`src/rtl/cgra_pkg.sv`:
```
// Shared definitions for the pw2 CGRA slice: opcodes, config feature codes
// and the layout of the 32-bit configuration address.
package cgra_pkg;

  typedef enum logic [3:0] {
    OP_ADD  = 4'd0,
    OP_SUB  = 4'd1,
    OP_MUL  = 4'd2,
    OP_PASS = 4'd3,
    OP_AND  = 4'd4,
    OP_OR   = 4'd5,
    OP_XOR  = 4'd6,
    OP_SHL  = 4'd7,
    OP_LSHR = 4'd8
  } opcode_e;

  localparam logic [7:0] FEAT_OPCODE   = 8'hFF;
  localparam logic [7:0] FEAT_CONST    = 8'hF0;
  localparam logic [7:0] FEAT_IO       = 8'h00;
  localparam logic [7:0] CFG_REG_WRITE = 8'h00;

  localparam int ADDR_REG_MSB  = 31;
  localparam int ADDR_REG_LSB  = 24;
  localparam int ADDR_FEAT_MSB = 23;
  localparam int ADDR_FEAT_LSB = 16;
  localparam int ADDR_TILE_MSB = 15;
  localparam int ADDR_TILE_LSB = 0;

  typedef struct packed {
    logic [7:0]  reg_idx;
    logic [7:0]  feature;
    logic [15:0] tile;
  } cfg_addr_t;

  function automatic cfg_addr_t unpack_addr(input logic [31:0] addr);
    cfg_addr_t f;
    f.reg_idx = addr[ADDR_REG_MSB:ADDR_REG_LSB];
    f.feature = addr[ADDR_FEAT_MSB:ADDR_FEAT_LSB];
    f.tile    = addr[ADDR_TILE_MSB:ADDR_TILE_LSB];
    return f;
  endfunction

  // A write lands only when the register field is the write register and
  // both feature and tile match exactly.
  function automatic logic cfg_hit(input cfg_addr_t f, input logic [7:0] feat,
                                   input logic [15:0] tile);
    return (f.reg_idx == CFG_REG_WRITE) && (f.feature == feat) && (f.tile == tile);
  endfunction

endpackage

```
`src/rtl/cgra_pe.sv`:
```
// 16-bit processing element: opcode/constant config registers, ALU and the
// registered result pe_q.
module cgra_pe
  import cgra_pkg::*;
(
  input  logic        clk,
  input  logic        rst,
  input  logic [31:0] cfg_addr,
  input  logic [31:0] cfg_data,
  input  logic [15:0] tile_id,
  input  logic [15:0] a,
  output logic [15:0] pe_q
);

  cfg_addr_t   addr_s;
  logic [3:0]  opcode_q, opcode_d;
  logic [15:0] const_q, const_d;
  logic [15:0] pe_d;
  logic        unused_data_s;

  assign addr_s        = unpack_addr(cfg_addr);
  assign unused_data_s = ^cfg_data[31:16];

  // Config decode: at most one of the two PE registers is hit per cycle.
  always_comb begin
    opcode_d = opcode_q;
    const_d  = const_q;
    if (cfg_hit(addr_s, FEAT_OPCODE, tile_id)) begin
      opcode_d = cfg_data[3:0];
    end else if (cfg_hit(addr_s, FEAT_CONST, tile_id)) begin
      const_d = cfg_data[15:0];
    end else begin
      opcode_d = opcode_q;
      const_d  = const_q;
    end
  end

  // ALU; every result is taken modulo 2^16 and unused opcodes give zero.
  always_comb begin
    pe_d = 16'h0000;
    case (opcode_q)
      OP_ADD:  pe_d = a + const_q;
      OP_SUB:  pe_d = a - const_q;
      OP_MUL:  pe_d = a * const_q;
      OP_PASS: pe_d = a;
      OP_AND:  pe_d = a & const_q;
      OP_OR:   pe_d = a | const_q;
      OP_XOR:  pe_d = a ^ const_q;
      OP_SHL:  pe_d = a << const_q[3:0];
      OP_LSHR: pe_d = a >> const_q[3:0];
      default: pe_d = 16'h0000;
    endcase
  end

  // PE state registers.
  always_ff @(posedge clk or posedge rst) begin
    if (rst) begin
      opcode_q <= 4'd0;
      const_q  <= 16'h0000;
      pe_q     <= 16'h0000;
    end else begin
      opcode_q <= opcode_d;
      const_q  <= const_d;
      pe_q     <= pe_d;
    end
  end

endmodule

```
`src/rtl/cgra_pw2_top.sv`:
```
// CGRA slice top: S2 input IO tile, one PE tile and the gated S0 output IO
// tile. Pad T0 is the bus MSB on both sides.
module cgra_pw2_top
  import cgra_pkg::*;
#(
  parameter logic [15:0] PE_TILE_ID = 16'h0001,
  parameter logic [15:0] IO_TILE_ID = 16'h0002
) (
  input  logic        clk_in,
  input  logic        reset_in,
  input  logic [31:0] config_addr_in,
  input  logic [31:0] config_data_in,
  input  logic        pad_S2_T0_in,
  input  logic        pad_S2_T1_in,
  input  logic        pad_S2_T2_in,
  input  logic        pad_S2_T3_in,
  input  logic        pad_S2_T4_in,
  input  logic        pad_S2_T5_in,
  input  logic        pad_S2_T6_in,
  input  logic        pad_S2_T7_in,
  input  logic        pad_S2_T8_in,
  input  logic        pad_S2_T9_in,
  input  logic        pad_S2_T10_in,
  input  logic        pad_S2_T11_in,
  input  logic        pad_S2_T12_in,
  input  logic        pad_S2_T13_in,
  input  logic        pad_S2_T14_in,
  input  logic        pad_S2_T15_in,
  output logic        pad_S0_T0_out,
  output logic        pad_S0_T1_out,
  output logic        pad_S0_T2_out,
  output logic        pad_S0_T3_out,
  output logic        pad_S0_T4_out,
  output logic        pad_S0_T5_out,
  output logic        pad_S0_T6_out,
  output logic        pad_S0_T7_out,
  output logic        pad_S0_T8_out,
  output logic        pad_S0_T9_out,
  output logic        pad_S0_T10_out,
  output logic        pad_S0_T11_out,
  output logic        pad_S0_T12_out,
  output logic        pad_S0_T13_out,
  output logic        pad_S0_T14_out,
  output logic        pad_S0_T15_out,
  input  logic        tdi,
  input  logic        tms,
  input  logic        tck,
  input  logic        trst_n,
  output logic        tdo
);

  logic [15:0] in_q, in_d;
  logic        out_en_q, out_en_d;
  logic [15:0] pe_s;
  logic [15:0] bus_s;
  logic        unused_jtag_s;

  assign in_d = {pad_S2_T0_in,  pad_S2_T1_in,  pad_S2_T2_in,  pad_S2_T3_in,
                 pad_S2_T4_in,  pad_S2_T5_in,  pad_S2_T6_in,  pad_S2_T7_in,
                 pad_S2_T8_in,  pad_S2_T9_in,  pad_S2_T10_in, pad_S2_T11_in,
                 pad_S2_T12_in, pad_S2_T13_in, pad_S2_T14_in, pad_S2_T15_in};

  // Output IO tile enable write.
  always_comb begin
    out_en_d = out_en_q;
    if (cfg_hit(unpack_addr(config_addr_in), FEAT_IO, IO_TILE_ID)) begin
      out_en_d = config_data_in[0];
    end else begin
      out_en_d = out_en_q;
    end
  end

  // Input capture and IO tile state.
  always_ff @(posedge clk_in or posedge reset_in) begin
    if (reset_in) begin
      in_q     <= 16'h0000;
      out_en_q <= 1'b0;
    end else begin
      in_q     <= in_d;
      out_en_q <= out_en_d;
    end
  end

  cgra_pe u_pe (
    .clk      (clk_in),
    .rst      (reset_in),
    .cfg_addr (config_addr_in),
    .cfg_data (config_data_in),
    .tile_id  (PE_TILE_ID),
    .a        (in_q),
    .pe_q     (pe_s)
  );

  // The gate sits after the flop so clearing out_en blanks the pads at once.
  assign bus_s = out_en_q ? pe_s : 16'h0000;

  assign pad_S0_T0_out  = bus_s[15];
  assign pad_S0_T1_out  = bus_s[14];
  assign pad_S0_T2_out  = bus_s[13];
  assign pad_S0_T3_out  = bus_s[12];
  assign pad_S0_T4_out  = bus_s[11];
  assign pad_S0_T5_out  = bus_s[10];
  assign pad_S0_T6_out  = bus_s[9];
  assign pad_S0_T7_out  = bus_s[8];
  assign pad_S0_T8_out  = bus_s[7];
  assign pad_S0_T9_out  = bus_s[6];
  assign pad_S0_T10_out = bus_s[5];
  assign pad_S0_T11_out = bus_s[4];
  assign pad_S0_T12_out = bus_s[3];
  assign pad_S0_T13_out = bus_s[2];
  assign pad_S0_T14_out = bus_s[1];
  assign pad_S0_T15_out = bus_s[0];

  assign unused_jtag_s = ^{tdi, tms, tck, trst_n};
  assign tdo           = 1'b0;

endmodule

```
`config.mk`:
```
export PLATFORM = sky130hd
export DESIGN_NAME = cgra_pw2_top
export DESIGN_NICKNAME = d
export VERILOG_FILES = /design/src/rtl/cgra_pkg.sv /design/src/rtl/cgra_pe.sv /design/src/rtl/cgra_pw2_top.sv
export SDC_FILE = /design/constraint.sdc
export NUM_CORES = 1
export LEC_CHECK = 0
export BUFFER_PORTS_ARGS = -buffer_cell sky130_fd_sc_hd__buf_2
export CAP_MARGIN = 20
export CORE_MARGIN = 8
export CORE_UTILIZATION = 40
export DETAILED_ROUTE_END_ITERATION = 8
export PLACE_DENSITY = 0.63
export SYNTH_ARGS = -nofsm -noshare
export SYNTH_HDL_FRONTEND = slang
export SYNTH_SLANG_ARGS = --single-unit
```
`constraint.sdc`:
```
create_clock -name clk_in -period 7.3 [get_ports clk_in]
set_clock_uncertainty 0.15 [all_clocks]
set_input_delay 0.73 -clock clk_in [delete_from_list [all_inputs] [get_ports clk_in]]
set_output_delay 0.73 -clock clk_in [all_outputs]
set_load 0.005 [all_outputs]
```
==> results.md, run 1 <==
- Status: finished, final reports clean
- ANT cells: 0
- GRT overflow: 0
- CTS Buffer Depth: 2
- Clock transition at path regs: 0.08 ns
- First drt pass iteration count: 8
- Pin count of the biggest net entering global routing: 54
- Post-CTS sizing: 0
- Critical path fanouts, max: 9
- Hold WC Path Type: in -> reg
- Power Density: 320 nW/um^2
- Die ar.: 27,700 sq um
- Flop pwr share: 10.3%
- Combinational share of power: 80.7%
- Clock latency on the worst-skew pair: 0.31 ns
- Die height: 166 um
- Worst setup EP type: register
- Global Route Usage Sum: 22.3%
- FP Rows: 55
- H-tree Lvls: 2
- Post-DP HPWL: 24.5 mm
- Root Buffer: clkbuf_16
- Clk network pwr share: 9.0%
- Max-cap viol count: 0
- # IOs: 103
- Tightest Pin Transition: 1.16 ns
- Initial antenna violation count: 0
- Port Buffer Count: 81
- Total CTS buffers: 5
- CTS Hold Bufs: 0
- Fmax: 155 MHz
- Max-slew violations: 0
- Unrepaired setup endpoints after global routing: false
- Final Cycle Share: 88.2%
- Gr busiest metal: met2
- Minimum clock period: 6.44 ns
- Yosys reg bits: 53
- Sequential fraction of the synthesis area: 14.6%
- Final net count: 1,413
- Synth Instances: 1,092
- Filler Cell Count: 2,257
- CP Data Required Time: 7.30 ns
- Leakage power: 4.94 nW
- Yosys Warn Count: 0
- Worst Setup Start Kind: register
- Initial Utilization: 40.4%
- Tot Pwr: 0.00316 W
- Sink Count: 53
- Drt wl/cell: 21.7 um
- Setup-failing EPs final: 0
- Switch Pwr: 0.00163 W
- Post-synth EDFFs: 0
- Die Wd: 166 um
- Most common cell after layout, fill and taps aside: inv_1
- Reg area: 1330 sq um
- Final setup TNS: 0 ns
- GRT met1 Usage: 30.1%
- Fin. Hold Viols: 0
- Async SR Flop Fraction: 100%
- Vias in the first global route: 8,140
- Post-route ant nets: 0
- TritonCTS clock tree: done
- Core area: 22,400 sq um
- Critical Path AT: 6.44 ns
- Cell Int Power: 0.00154 W
- Most frequent cells in the layout: inv_1, nand2_1, nor2_1
- P&R area growth vs syn: 9.30%
- Post-CTS Setup Inserts: 0
- Grt met2 use: 34.6%
- DR iter-0 viols: 1,128
- Post-route DRC: 0
- First-pass GRT wire length: 48.4 mm
- Via count: 8,288
- Post-synthesis cell type count: 72
- Post-DR vias/cell: 5.78
- Crit Path Category: reg -> reg
- GR Util met3: 4.09%
- Drt total wl: 31.2 mm
- Syn nets: 1,357
- Footprint of the multi-input gates: 6860 sq um
- Maximum vdd drop: 0.000508 V
- Switching Share: 51.5%
- Layout cells sized above 1: 13.9%
- Core Util, Final: 44.1%
- GP Congestion: 1.01
- Slew HR: 22.0%
- Post-Syn Area: 9060 sq um
- Post-synth top flop: dfrtp_1
- Avg Cell Area, Syn: 8.29 sq um
[synth_stat cells (all sizes together) (6+ instances only)]
library cell | instances | share of area, %
a31oi | 8 | 0.55
fa | 81 | 18
dfrtp | 53 | 15
and2 | 21 | 1.5
o21ai | 64 | 3.7
buf | 35 | 2.3
o211ai | 16 | 1.4
ha | 98 | 14
a21oi | 28 | 1.5
mux2i | 13 | 1.4
nand2b | 12 | 0.83
a211o | 9 | 0.87
nor4 | 10 | 0.93
a211oi | 13 | 1.1
or3 | 7 | 0.48
inv | 145 | 6.0
nand3 | 13 | 0.72
clkbuf | 25 | 1.0
or2 | 8 | 0.58
xnor2 | 46 | 4.4
mux4 | 6 | 1.5
nor2 | 115 | 4.8
nand2 | 121 | 5.0
a222oi | 9 | 0.99
mux2 | 12 | 1.5
clkinv | 6 | 0.25
nor3 | 21 | 1.5
xor2 | 16 | 1.5
a21o | 9 | 0.75
[state kept, by name (all words and copies together) (netlist names)]
name	flops
in_q	16
out_en_q	1
u_pe.const_q	16
u_pe.opcode_q	4
u_pe.pe_q	16
[through the flow]
stage / setup WS [ns] / instances / hold slack (ns) / area, sq um
after floorplan: 1.40 / 1092 / 0.410 / 9060
after global placement: 1.07 / 1426 / 0.472 / 9720
after detailed placement: 1.01 / 1426 / 0.484 / 9720
after CTS: 0.980 / 1434 / 0.365 / 9900
after global routing: 0.632 / 1434 / 0.358 / 9900
final: 0.860 / 1434 / 0.366 / 9900
[kinds of logic after synthesis]
kind of cell	Yosys count	share of synthesized area [%]
AOI/OAI and AO/OA	203	15.1
xor gates and xnor gates	63	6.24
muxes	31	4.42
and+or+nand+nor	351	18.4
adders and majority gates	179	31.4
other	1	0.0414
DFF	53	14.6
buffers and inverters	211	9.64
[cell type report]
type / instances / share of cell area (%)
multi-input cells: 828 / 69.3
repair buffers: 109 / 6.22
clock buffers: 5 / 1.26
clock inverters: 3 / 0.506
well taps: 285 / 3.60
inverters: 151 / 5.73
flip-flops and latches: 53 / 13.4
[routing by layer]
layer	up-vias	wire [um]
met5	-	0
met4	0	1500
met3	86	2870
met2	462	13800
met1	3976	13000
li1	3764	-
[critical path: stages (launching register included)]
cell	delay, ns
dfrtp_1	0.74
clkinv_1	0.50
nor2_1	0.26
fa_1	0.44
inv_1	0.08
fa_1	0.40
inv_1	0.06
ha_1	0.13
inv_1	0.05
fa_1	0.49
inv_1	0.05
fa_1	0.52
inv_1	0.05
fa_1	0.48
inv_1	0.04
ha_1	0.35
a21oi_1	0.22
a21oi_1	0.16
or4_1	0.55
a31oi_1	0.34
o21ai_0	0.19
[power groups by stage]
stage / registers, W / logic (W) / clock network [W]
4_1_cts: 0.000326 / 0.00257 / 0.000289
6_report: 0.000327 / 0.00255 / 0.000284
5_1_grt: 0.000328 / 0.00283 / 0.000301
3_3_place_gp: 0.000331 / 0.00252 / 0
3_5_place_dp: 0.000332 / 0.00255 / 0
2_1_floorplan: 0.000320 / 0.00182 / 0
[path summary, 6_finish.rpt]
| path | startpoint | end | slack (ns) | cells past startpoint |
|---|---|---|---|---|
| max in group asynchronous | reset_in | u_pe.const_q[1] | 6.08 | 3 |
| min in group asynchronous | reset_in | out_en_q | 0.44 | 3 |
| max | in_q[3] | u_pe.pe_q[13] | 0.86 | 20 |
| min | pad_S2_T3_in | in_q[12] | 0.37 | 1 |
| max reg2reg | in_q[3] | u_pe.pe_q[13] | 0.86 | 20 |
| min reg2reg | u_pe.opcode_q[3] | u_pe.opcode_q[3] | 0.51 | 1 |
Note: power is estimated with default switching activity, not from simulation.
==> inputs of run 2 (changes only) <==
- REMOVE_ABC_BUFFERS: default -> 1
==> results.md, run 2 (synthesized netlist as in run 1, its figures left out) <==
- Tightest Pin Transition: 1.17 ns
- Cell depth of the worst flop-to-flop path: 19
- CTS Hold Bufs: 0
- Worst-path cell chain: clkinv_1 -> nor2_1 -> fa_1 -> inv_1 -> fa_1 -> fa_1 -> fa_1 -> inv_1 -> fa_1 -> inv_1 -> fa_1 -> inv_1 -> ha_1 -> nand3_1 -> nor3_1 -> nand3b_1 -> a21oi_1 -> nor3b_1 -> o21ai_0
- Post-CTS Setup Inserts: 0
- Maximum vdd drop: 0.000380 V
- Worst Setup Start Kind: register
- Power Density: 311 nW/um^2
- Drt wl/cell: 21.8 um
- Max-cap viol count: 0
- CP Data Required Time: 7.30 ns
- First drt pass iteration count: 7
- Placed instance count: 1,422
- Worst hold slack: 0.373 ns
- Die height: 166 um
- Filler Cell Count: 2,261
- Minimum clock period: 6.41 ns
- Non-Filler Instances: 1,432
- Most common cell after layout, fill and taps aside: inv_1
- Layout cells sized above 1: 13.7%
- First-pass GRT wire length: 48.2 mm
- Post-route DRC: 0
- Status: finished, final reports clean
- Sink Count: 53
- Fin. Hold Viols: 0
- Leakage power: 4.92 nW
- DR iter-0 viols: 859
- Critical Path AT: 6.42 ns
- Crit Path Category: reg -> reg
- # IOs: 103
- Most frequent cells in the layout: inv_1, nand2_1, nor2_1
- Initial antenna violation count: 0
- TritonCTS clock tree: done
- P&R area growth vs syn: 9.06%
- Die Wd: 166 um
- Worst r2r dst: u_pe.pe_q[14]
- Final net count: 1,410
- Worst setup path startpoint: u_pe.const_q[5]
- CTS Buffer Depth: 2
- Worst path most repeated cell: fa_1
- Port Buffer Count: 81
- Post-CTS sizing: 0
- Slew HR: 21.9%
- Slowest stage delay, CP: 0.60 ns
- Total CTS buffers: 5
- Via count: 8,292
- Drt total wl: 31.2 mm
- Top flop regs: in_q: 16 flops, u_pe.const_q: 16 flops, u_pe.pe_q: 16 flops
- Final Cycle Share: 87.9%
- Crit-path leading delay family: adder cells
- GP Congestion: 1.01
- Crit path buf inv count: 5
- Post-DR vias/cell: 5.79
- Core area: 22,400 sq um
- GRT overflow: 0
- Initial Utilization: 40.4%
- Die ar.: 27,700 sq um
- Stages on worst setup path: 19
- Worst path slowest cell: dfrtp_1
- Root Buffer: clkbuf_16
- Max-slew violations: 0
- Post-DP HPWL: 23.9 mm
- H-tree Lvls: 2
- Worst setup EP type: register
- Reg-to-Reg Start: u_pe.const_q[5]
- Clock transition at path regs: 0.08 ns
- R2R Setup Slk: 0.89 ns
- Pin count of the biggest net entering global routing: 54
- Final setup TNS: 0 ns
- Unrepaired setup endpoints after global routing: false
- Fmax: 156 MHz
- Global Route Usage Sum: 22.2%
- Vias in the first global route: 8,138
- Hold WC Path Type: in -> reg
- Critical path fanouts, max: 10
- End of the critical path: u_pe.pe_q[14]
- FP Rows: 55
- Clock latency on the worst-skew pair: 0.31 ns
- Post-route ant nets: 0
- Setup-failing EPs final: 0
## run 2: cell count changes in the layout (fill, tap and decap cells not counted), sizes merged
| cell | previous run | this run |
|---|---|---|
| bufinv | 1 | 0 |
| diode | 0 | 1 |
| inv | 146 | 147 |
| buf | 109 | 106 |
## run 2: final cells by class
| cell class | count | area (sq um) | area share, % |
|---|---|---|---|
| clock buffers | 5 | 125 | 1.27 |
| inverters | 151 | 567 | 5.74 |
| clock inverters | 3 | 28.8 | 0.291 |
| multi-input cells | 828 | 6860 | 69.4 |
| diodes | 1 | 2.50 | 0.0253 |
| flip-flops and latches | 53 | 1330 | 13.4 |
| repair buffers | 106 | 613 | 6.21 |
| well taps | 285 | 357 | 3.61 |
## run 2: worst min path at each step
stage / start / to / slack (ns) / cells after the start
2_1_floorplan: u_pe.opcode_q[3] / u_pe.opcode_q[3] / 0.41 / 1
3_3_place_gp: u_pe.opcode_q[3] / u_pe.opcode_q[3] / 0.48 / 1
3_5_place_dp: u_pe.opcode_q[3] / u_pe.opcode_q[3] / 0.49 / 1
4_1_cts: pad_S2_T3_in / in_q[12] / 0.37 / 1
5_1_grt: pad_S2_T5_in / in_q[10] / 0.37 / 1
6_report: pad_S2_T3_in / in_q[12] / 0.37 / 1
## run 2: worst register-to-register path, cell delays in order, from the launching register on
cell and delay (ns):
dfrtp_1 0.60, clkinv_1 0.49, nor2_1 0.31, fa_1 0.45, inv_1 0.07, fa_1 0.43, fa_1 0.50, fa_1 0.54
inv_1 0.05, fa_1 0.47, inv_1 0.05, fa_1 0.47, inv_1 0.04, ha_1 0.37, nand3_1 0.09, nor3_1 0.23
nand3b_1 0.17, a21oi_1 0.07, nor3b_1 0.53, o21ai_0 0.18
## run 2: per-layer routing
metal  wire [um]  share of wire [%]  GRT usage [%]
met1       13300                 42           30.2
met5           0                  0              0
met2       14000                 45           35.1
met4        1040                3.3           7.76
met3        2930                9.4           3.97
## run 2: where the power goes
group / switching (W) / internal [W]
clock network: 0.000128 / 0.000132
registers: 0.0000177 / 0.000307
logic: 0.00141 / 0.00107
total: 0.00156 / 0.00151
## run 2: per-stage QoR
step	power, W	utilization (%)	cell area, sq um	setup WS (ns)
after CTS	0.00308	43.9	9850	0.933
after floorplan	0.00214	-	8750	0.588
after global placement	0.00276	43.2	9690	0.970
after detailed placement	0.00281	43.2	9690	0.952
after global routing	0.00335	44.0	9870	0.663
final	0.00307	44.0	9880	0.886
